File: src/rtl/session_access_controller.sv
`default_nettype none
// ============================================================================
//  Module      : session_access_controller
//  Description : Button/switch front end: sync + debounce, login, feature
//                grant/deny, logout, idle timeout and failed-login lockout.
//  Revision    : 1.0 - initial release
// ============================================================================
module session_access_controller #(
    parameter int DEB_CYCLES  = 4,
    parameter int TIMEOUT     = 1000,
    parameter int MAX_FAIL    = 3,
    parameter int LOCK_CYCLES = 500
) (
    input  logic       CLK,
    input  logic       RSTn,
    input  logic [3:0] CH,
    input  logic       BT0,
    input  logic       BT1,
    output logic [3:0] AT,
    output logic [6:0] FT,
    output logic       DENY,
    output logic       LOCKED
);

    localparam int c_DW   = $clog2(DEB_CYCLES + 1);
    localparam int c_TMAX = (TIMEOUT > LOCK_CYCLES) ? TIMEOUT : LOCK_CYCLES;
    localparam int c_TW   = $clog2(c_TMAX + 1);
    localparam int c_FW   = $clog2(MAX_FAIL + 1);

    localparam logic [c_DW-1:0] c_DEB_LAST  = c_DW'(DEB_CYCLES - 1);
    localparam logic [c_DW-1:0] c_DEB_MAX   = c_DW'(DEB_CYCLES);
    localparam logic [c_TW-1:0] c_TO_LAST   = c_TW'(TIMEOUT - 1);
    localparam logic [c_TW-1:0] c_LK_LAST   = c_TW'(LOCK_CYCLES - 1);
    localparam logic [c_FW-1:0] c_FAIL_LAST = c_FW'(MAX_FAIL - 1);

    localparam logic [1:0] S_IDLE    = 2'd0;
    localparam logic [1:0] S_SESSION = 2'd1;
    localparam logic [1:0] S_LOCKOUT = 2'd2;

    logic [3:0]      r_ch_s1, r_ch_s2;
    logic [1:0]      r_bt_s1, r_bt_s2;
    logic [1:0]      r_p_prev;
    logic [c_DW-1:0] r_deb_cnt;
    logic            r_released;

    logic [1:0]      r_state, w_state_nxt;
    logic [3:0]      r_at, w_at_nxt;
    logic [6:0]      r_ft, w_ft_nxt;
    logic            r_deny, w_deny_nxt;
    logic            r_locked;
    logic [c_FW-1:0] r_fail, w_fail_nxt;
    logic [c_TW-1:0] r_timer, w_timer_nxt;

    logic [1:0]      w_p;
    logic            w_stable;
    logic            w_evt;
    logic [3:0]      w_login;
    logic [2:0]      w_code;
    logic [2:0]      w_max_idx;
    logic            w_perm;
    logic [6:0]      w_ft_hot;

    always_ff @(posedge CLK or negedge RSTn) begin
        if (!RSTn) begin
            r_ch_s1 <= '0;
            r_ch_s2 <= '0;
            r_bt_s1 <= '0;
            r_bt_s2 <= '0;
        end else begin
            r_ch_s1 <= CH;
            r_ch_s2 <= r_ch_s1;
            r_bt_s1 <= {BT0, BT1};
            r_bt_s2 <= r_bt_s1;
        end
    end

    assign w_p      = r_bt_s2;
    assign w_stable = (w_p == r_p_prev) && (r_deb_cnt == c_DEB_LAST);
    // Only a press that follows a full release counts as a command.
    assign w_evt    = w_stable && (w_p != 2'b00) && r_released;

    always_ff @(posedge CLK or negedge RSTn) begin
        if (!RSTn) begin
            r_p_prev   <= '0;
            r_deb_cnt  <= '0;
            r_released <= 1'b1;
        end else begin
            r_p_prev <= w_p;
            if (w_p != r_p_prev)
                r_deb_cnt <= '0;
            else if (r_deb_cnt != c_DEB_MAX)
                r_deb_cnt <= r_deb_cnt + c_DW'(1);
            if (w_stable) begin
                if (w_p == 2'b00)
                    r_released <= 1'b1;
                else if (r_released)
                    r_released <= 1'b0;
            end
        end
    end

    always_comb begin
        w_login = 4'b0000;
        case ({r_ch_s2[0], w_p})
            3'b1_01: w_login = 4'b1000;
            3'b0_11: w_login = 4'b0100;
            3'b0_01: w_login = 4'b0010;
            3'b1_10: w_login = 4'b0001;
            default: w_login = 4'b0000;
        endcase
    end

    assign w_code = r_ch_s2[3:1];

    always_comb begin
        w_max_idx = 3'd0;
        if (r_at[3])
            w_max_idx = 3'd6;
        else if (r_at[2])
            w_max_idx = 3'd5;
        else if (r_at[1])
            w_max_idx = 3'd3;
    end

    assign w_perm   = (w_code != 3'd0) && ((w_code - 3'd1) <= w_max_idx);
    assign w_ft_hot = 7'd1 << (w_code - 3'd1);

    always_ff @(posedge CLK or negedge RSTn) begin
        if (!RSTn)
            r_state <= S_IDLE;
        else
            r_state <= w_state_nxt;
    end

    always_comb begin
        w_state_nxt = r_state;
        case (r_state)
            S_IDLE: begin
                if (w_evt) begin
                    if (w_login != 4'b0000)
                        w_state_nxt = S_SESSION;
                    else if (r_fail == c_FAIL_LAST)
                        w_state_nxt = S_LOCKOUT;
                end
            end
            S_SESSION: begin
                if (w_evt) begin
                    if (w_p == 2'b01)
                        w_state_nxt = S_IDLE;
                end else if (r_timer == c_TO_LAST) begin
                    w_state_nxt = S_IDLE;
                end
            end
            S_LOCKOUT: begin
                if (r_timer == c_LK_LAST)
                    w_state_nxt = S_IDLE;
            end
            default: w_state_nxt = S_IDLE;
        endcase
    end

    always_comb begin
        w_at_nxt    = r_at;
        w_ft_nxt    = r_ft;
        w_deny_nxt  = 1'b0;
        w_fail_nxt  = r_fail;
        w_timer_nxt = r_timer + c_TW'(1);
        case (r_state)
            S_IDLE: begin
                w_at_nxt    = 4'b0000;
                w_ft_nxt    = 7'b0000000;
                w_timer_nxt = '0;
                if (w_evt) begin
                    if (w_login != 4'b0000) begin
                        w_at_nxt   = w_login;
                        w_fail_nxt = '0;
                    end else begin
                        w_deny_nxt = 1'b1;
                        w_fail_nxt = r_fail + c_FW'(1);
                    end
                end
            end
            S_SESSION: begin
                if (w_evt) begin
                    w_timer_nxt = '0;
                    if (w_p == 2'b10) begin
                        if (w_code == 3'd0)
                            w_ft_nxt = 7'b0000000;
                        else if (w_perm)
                            w_ft_nxt = w_ft_hot;
                        else
                            w_deny_nxt = 1'b1;
                    end else if (w_p == 2'b01) begin
                        w_at_nxt = 4'b0000;
                        w_ft_nxt = 7'b0000000;
                    end
                end else if (r_timer == c_TO_LAST) begin
                    w_at_nxt    = 4'b0000;
                    w_ft_nxt    = 7'b0000000;
                    w_timer_nxt = '0;
                end
            end
            S_LOCKOUT: begin
                w_at_nxt = 4'b0000;
                w_ft_nxt = 7'b0000000;
                if (r_timer == c_LK_LAST) begin
                    w_timer_nxt = '0;
                    w_fail_nxt  = '0;
                end
            end
            default: begin
                w_at_nxt    = 4'b0000;
                w_ft_nxt    = 7'b0000000;
                w_timer_nxt = '0;
                w_fail_nxt  = '0;
            end
        endcase
    end

    always_ff @(posedge CLK or negedge RSTn) begin
        if (!RSTn) begin
            r_at     <= '0;
            r_ft     <= '0;
            r_deny   <= 1'b0;
            r_locked <= 1'b0;
            r_fail   <= '0;
            r_timer  <= '0;
        end else begin
            r_at     <= w_at_nxt;
            r_ft     <= w_ft_nxt;
            r_deny   <= w_deny_nxt;
            r_locked <= (w_state_nxt == S_LOCKOUT);
            r_fail   <= w_fail_nxt;
            r_timer  <= w_timer_nxt;
        end
    end

    assign AT     = r_at;
    assign FT     = r_ft;
    assign DENY   = r_deny;
    assign LOCKED = r_locked;

endmodule
`default_nettype wire
File: config.mk
export PLATFORM = sky130hd
export DESIGN_NAME = session_access_controller
export DESIGN_NICKNAME = d
export VERILOG_FILES = /design/src/rtl/session_access_controller.sv
export SDC_FILE = /design/constraint.sdc
export NUM_CORES = 1
export LEC_CHECK = 0
export ABC_AREA = 0
export CAP_MARGIN = 20
export CELL_PAD_IN_SITES_DETAIL_PLACEMENT = 1
export CELL_PAD_IN_SITES_GLOBAL_PLACEMENT = 1
export CORE_MARGIN = 2
export CORE_UTILIZATION = 48
export DETAILED_ROUTE_END_ITERATION = 10
export GPL_TIMING_DRIVEN = 0
export PLACE_DENSITY = 0.93
export SLEW_MARGIN = 20
export SYNTH_ARGS = -nofsm -noshare
export SYNTH_HDL_FRONTEND = slang
export SYNTH_SLANG_ARGS = --single-unit
export TNS_END_PERCENT = 20
File: constraint.sdc
create_clock -name CLK -period 4.1 [get_ports CLK]
set_input_delay 0.615 -clock CLK [delete_from_list [all_inputs] [get_ports CLK]]
set_output_delay 0.615 -clock CLK [all_outputs]
set_load 0.005 [all_outputs]
==> summary.txt, run 1 <==
Drt
  – Max layer used: met4
  – DRC: 0
  – Drt pass-1 iters: 4
  – Routed Antenna Nets: 0
  – Routed wl met2: 2590 um
  – Vias: 1623
  – Total Routed Length: 4930 um
  – DRT iter0 DRCs: 68
  – WL met1: 2070 um
  – Drt wl/cell: 17.2 um
  – Routed vias/inst: 5.66
  – Wire length on met3: 166 um

Global routing
  – GRT Resource Usage Total: 21.9%
  – First-pass GRT wire length: 8410 um
  – Initial antenna violation count: 0
  – Grt ovf: 0
  – Pin count of the biggest net entering global routing: 33
  – Vias in the first global route: 1731

Synth
  – Yosys reg bits: 45
  – Sequential area share after synthesis: 51.7%
  – Number of synthesized flops with an enable pin: 0
  – Main synth FF type: dfrtp_1
  – Cells after Synth: 206
  – FFs w/ async S/R, synth: 100%
  – Yosys warning count: 0
  – Synth cell types: 38
  – Synth Area per Inst: 10.6 sq um
  – Synthesized area: 2180 sq um
  – Mapped Nets: 230

STA
  – Clock Skew: 0.0110 ns
  – Minimum clock period: 2.75 ns
  – Worst slew margin: 57.4%
  – Setup violators final: 0
  – Worst-margin pin slew: 0.636 ns
  – RSZ-0062 raised after global routing: false
  – Final Slew Violations: 0
  – Final period utilization: 67.1%
  – Max Freq: 364 MHz
  – Setup TNS: 0 ns
  – Hold Vio Cnt, Final: 0

Final layout
  – Design area: 2590 sq um
  – Commonest non-fill, non-tap cell in the layout: dfrtp_1
  – Non-filler cells, final: 287
  – Layout net count: 258
  – Layout cell share with drive strength beyond 1: 11.1%
  – Layout fillers: 469
  – Final core occ: 59.6%
  – Most frequent cells in the layout: 44 x dfrtp_1, 23 x nor2_1, 19 x clkdlybuf4s50_1, 18 x nand2_1
  – Synth-to-Final Area Change: 19.0%
  – ANT cells: 0

Clock tree
  – Clock-pin slew on the worst setup and hold paths: 0.09 ns
  – H-tree levels: 2
  – Worst-Skew Late Latency: 0.31 ns
  – Post-CTS sizing: 0
  – Hold bufs inserted after CTS: 0
  – Clk root buf: clkbuf_8
  – Num CTS Buffers: 5
  – Setup bufs post-CTS: 0
  – Clock sink count: 45
  – Max clock buf depth: 2
  – TritonCTS clock tree: built

Worst setup path
  – Reg-to-reg critical path endpoint: FT[0]
  – Critical path class: register to register
  – Critical Path Start: r_ch_s2[1]
  – Reg2Reg Depth: 10
  – Worst R2R Setup Slack: 1.35 ns
  – CP required: 4.30 ns
  – Crit path arrival time: 2.95 ns
  – Critical Path Sink: FT[0]
  – Startpoint Class: register
  – R2R Path Start: r_ch_s2[1]
  – Worst setup EP type: register
  – Worst Path Max Fanout: 6

Power
  – Peak supply drop: 0.404 mV
  – Total power: 0.913 mW
  – P per Cell Area: 352 nW/um^2
  – Leak: 1.18 nW

Place
  – Detailed placer's ending HPWL: 3460 um
  – Placed Area: 2460 sq um
  – Input/output buffers: 20
  – Routability cong.: 0.724
  – Placed cell count: 279

Floorplanning
  – Starting Density: 50.1%
  – Die Span Y: 71.4 um
  – Die area: 5100 sq um
  – IO Pins: 21
  – Core area: 4350 sq um
  – Row Count: 24
  – Die width: 71.4 um

Min path
  – HP Class: primary input to asynchronous set/reset pin

Flow run
  – Max-Cap Viols: 0

Run status
  – Status: finished, final reports clean
## cell type report
cell class	count	area [sq um]	share of cell area (%)
sequential	45	1130	43.4
timing repair buffer	21	215	8.29
multi-input combinational	144	988	38.1
clock buffer	5	68.8	2.65
inverter	16	60.1	2.31
buffer	1	5.00	0.193
clock inverter	3	65.1	2.51
tap	52	65.1	2.51
## worst max-delay path, stage by stage (launching register included)
cell,delay [ns]
dfrtp_1,0.44
inv_1,0.12
ha_1,0.30
inv_1,0.04
ha_1,0.28
nor2b_1,0.14
o21ai_0,0.12
maj3_1,0.40
o21ai_1,0.29
nand3_2,0.21
mux2_2,0.32
## stage by stage
stage	hold slack, ns	setup slack [ns]
floorplan	0.319	1.76
global placement	0.332	1.26
detailed placement	0.339	1.46
CTS	0.210	1.36
global route	0.223	1.20
finish	0.198	1.35
## flip-flops by register name, summed over array words and instances, names as in the netlist
register / count
r_timer: 10
FT: 7
AT: 4
r_ch_s1: 4
r_ch_s2: 4
r_deb_cnt: 3
r_bt_s1: 2
r_bt_s2: 2
r_fail: 2
r_p_prev: 2
r_state: 2
DENY: 1
LOCKED: 1
r_released: 1
## per-layer routing
metal / up-vias / global-route usage, %
met5: - / 0
met4: 0 / 10.1
met3: 7 / 3.80
met2: 31 / 38.2
met1: 832 / 26.3
li1: 753 / -
## where the power goes
| part | internal, mW | switching [mW] |
|---|---|---|
| Clock | 0.242 | 0.158 |
| Sequential | 0.454 | 0.00983 |
| Combinational | 0.0207 | 0.0296 |
## synthesized netlist by cell type (all sizes together) (2+ instances only)
| library cell | count | area [sq um] |
|---|---|---|
| a21oi | 10 | 53.8 |
| and2 | 2 | 12.5 |
| o41ai | 3 | 26.3 |
| ha | 16 | 200 |
| nand2b | 2 | 12.5 |
| nand3 | 8 | 45.0 |
| inv | 16 | 60.1 |
| xnor2 | 10 | 87.6 |
| nor2 | 23 | 86.3 |
| o21ai | 12 | 67.6 |
| dfrtp | 44 | 1100 |
| o31a | 2 | 17.5 |
| nor2b | 2 | 12.5 |
| nand2 | 18 | 67.6 |
| mux2 | 6 | 67.6 |
| and3 | 12 | 75.1 |
| nand4 | 2 | 18.8 |
| xor2 | 3 | 26.3 |
## cell families (layout without fill, tap and decap cells)
| family | after synthesis | after routing | share of synthesized area, % |
|---|---|---|---|
| fa+ha+maj | 17 | 17 | 9.64 |
| compound gates | 30 | 30 | 8.95 |
| buf+inv | 17 | 46 | 2.98 |
| mux | 6 | 6 | 3.10 |
| flops | 45 | 45 | 51.7 |
| xor+xnor | 13 | 13 | 5.22 |
| simple gates | 78 | 78 | 18.4 |
## how the worst min path moves through the flow
stage | startpoint | end | slack [ns] | cells past startpoint
after floorplan | RSTn | AT[0] | 0.32 | 0
after global placement | r_ch_s1[0] | r_ch_s2[0] | 0.33 | 0
after detailed placement | r_bt_s1[0] | r_bt_s2[0] | 0.34 | 0
after CTS | RSTn | r_ch_s2[1] | 0.21 | 1
after global routing | RSTn | FT[2] | 0.22 | 1
final | RSTn | FT[2] | 0.20 | 1
Power figures use the tool's default switching activity.
==> run 2, diff against run 1 <==
--- a/config.mk
+++ b/config.mk
@@ -10,10 +10,10 @@
 export CELL_PAD_IN_SITES_DETAIL_PLACEMENT = 1
 export CELL_PAD_IN_SITES_GLOBAL_PLACEMENT = 1
 export CORE_MARGIN = 2
-export CORE_UTILIZATION = 48
+export CORE_UTILIZATION = 40
 export DETAILED_ROUTE_END_ITERATION = 10
 export GPL_TIMING_DRIVEN = 0
-export PLACE_DENSITY = 0.93
+export PLACE_DENSITY = 0.83
 export SLEW_MARGIN = 20
 export SYNTH_ARGS = -nofsm -noshare
 export SYNTH_HDL_FRONTEND = slang
==> constraint.sdc (replaced) <==
create_clock -name CLK -period 2.5 [get_ports CLK]
set_input_delay 0.375 -clock CLK [delete_from_list [all_inputs] [get_ports CLK]]
set_output_delay 0.375 -clock CLK [all_outputs]
set_load 0.005 [all_outputs]
==> run 2 against run 1 <==
  * Via count down 5.8%
  * First-iteration DRC count fell by 25%
  * Worst hold slack worse by 0.15 ns
  * Sequential share of layout area fell by 0.64 points
  * Cell count grew 7.7%
  * Routed wire length shrank 10%
  * Count of clock-buffer cells in the layout up 1
  * Combinational power up 80%
==> summary.txt, run 2 (same netlist as run 1, synthesis figures left out) <==
Run status
  – Status: finished, final reports clean

Global routing
  – GRT Resource Usage Total: 15.9%
  – First-pass GRT wire length: 7490 um
  – Pin count of the biggest net entering global routing: 24
  – Vias in the first global route: 1609
  – Initial antenna violation count: 0
  – Grt ovf: 0

Drt
  – DRT iter0 DRCs: 51
  – Routed Antenna Nets: 0
  – Vias: 1529
  – Drt wl/cell: 14.3 um
  – Total Routed Length: 4420 um
  – Routed vias/inst: 4.95
  – DRC: 0
  – Drt pass-1 iters: 4

Final layout
  – Commonest non-fill, non-tap cell in the layout: dfrtp_1
  – Most frequent cells in the layout: 44 x dfrtp_1, 23 x nor2_1, 19 x clkdlybuf4s50_1, 18 x nand2_1
  – Layout cell share with drive strength beyond 1: 13.8%
  – Max reg flops: 10
  – Layout net count: 262
  – Design area: 2630 sq um
  – ANT cells: 0
  – Synth-to-Final Area Change: 20.8%
  – Most flops, register: r_timer

Min path
  – HP Class: primary input to asynchronous set/reset pin

STA
  – Worst hold slack: 0.0501 ns
  – Minimum clock period: 2.37 ns
  – Clock Skew: 0.0101 ns
  – Max Freq: 421 MHz
  – Worst-margin pin slew: 0.560 ns
  – Final period utilization: 94.9%
  – RSZ-0062 raised after global routing: true
  – Hold Vio Cnt, Final: 0
  – Setup violators final: 0
  – Worst slew margin: 62.6%
  – Final Slew Violations: 0

Place
  – Detailed placer's ending HPWL: 3310 um
  – Placed Area: 2490 sq um
  – Routability cong.: 0.752
  – Input/output buffers: 20

Clock tree
  – Clock-pin slew on the worst setup and hold paths: 0.09 ns
  – Max clock buf depth: 2
  – H-tree levels: 2
  – TritonCTS clock tree: built
  – Clk root buf: clkbuf_8
  – Num CTS Buffers: 5
  – Clock sink count: 45
  – Worst-Skew Late Latency: 0.30 ns

Worst setup path
  – Worst setup EP type: register
  – Worst Path Max Fanout: 3
  – Reg2Reg Depth: 11
  – CP required: 2.74 ns
  – Startpoint Class: register
  – Critical path class: register to register
  – Crit path arrival time: 2.61 ns
  – Reg-to-reg critical path endpoint: FT[3]
  – R2R Path Start: r_ch_s2[1]
  – Worst R2R Setup Slack: 0.13 ns

Power
  – Internal power: 0.977 mW
  – Clock power share: 34.3%
  – Switch Pwr: 0.313 mW
  – Peak supply drop: 0.320 mV
  – Leak: 1.19 nW
  – Gate power share: 7.0%
  – P per Cell Area: 490 nW/um^2
  – Flop pwr share: 58.7%
  – Sw frac: 24.3%

Floorplanning
  – Die Span Y: 77.8 um
  – Row Count: 26
  – Starting Density: 42.2%
  – Die area: 6060 sq um
  – IO Pins: 21
  – Core area: 5170 sq um
  – Die width: 77.8 um

Flow run
  – Max-Cap Viols: 0
run 2: how the worst max path moves through the flow:
stage / start / end / cells past startpoint
after floorplan: r_ch_s2[1] / FT[0] / 10
after global placement: RSTn / r_timer[7] / 1
after detailed placement: r_ch_s2[1] / FT[0] / 10
after CTS: r_ch_s2[2] / FT[0] / 10
after global routing: r_ch_s2[1] / FT[3] / 11
final: r_ch_s2[1] / FT[3] / 11
run 2: repair_timing:
action	4_1_cts	5_1_grt
cloned	0	0
pin swaps	1	3
resized for setup	2	5
setup endpoints to repair	6	7
hold buffers	0	0
setup buffers	3	1
run 2: power by group through the flow:
stage               Clock, mW  Combinational [mW]  Sequential (mW)
finish                  0.442              0.0906            0.758
global route            0.487               0.102            0.760
CTS                     0.457              0.0887            0.758
detailed placement          0              0.0839            0.773
global placement            0              0.0729            0.772
floorplan                   0              0.0415            0.769
run 2: area by class of cell:
cell class                 instances  area (sq um)
sequential                        45          1130
timing repair buffer              25           253
multi-input combinational        144          1020
fill                             578          2540
inverter                          16          60.1
clock buffer                       6          72.6
clock inverter                     2          10.0
buffer                             1          5.00
tap                               70          87.6
run 2: routing by layer:
| layer | wire [um] | part of all wire [%] | GRT usage [%] |
|---|---|---|---|
| met1 | 2100 | 48 | 20.0 |
| met5 | 0 | 0 | 0 |
| met2 | 2160 | 49 | 26.4 |
| met4 | 42 | 0.95 | 6.25 |
| met3 | 113 | 2.6 | 3.84 |
run 2: critical path, cell delays in order, from the launching register on:
cell,delay (ns)
dfrtp_1,0.36
inv_1,0.08
ha_1,0.29
inv_1,0.05
ha_1,0.31
nor2b_1,0.15
o21ai_1,0.13
maj3_2,0.24
o21ai_4,0.07
buf_4,0.15
or3_1,0.36
a21oi_2,0.12
run 2: metrics by stage:
stage / worst slack (ns) / util (%) / power (mW) / std cells / TNS, ns
4_1_cts: 0.0109 / 50.4 / 1.30 / 308 / 0
5_1_grt: -0.0153 / 50.9 / 1.35 / 309 / -0.0153
3_5_place_dp: -0.145 / 48.2 / 0.857 / 297 / -0.830
3_3_place_gp: -0.149 / 47.7 / 0.845 / 296 / -6.49
6_report: 0.126 / 50.9 / 1.29 / 309 / 0
2_1_floorplan: 0.161 / - / 0.810 / 206 / 0
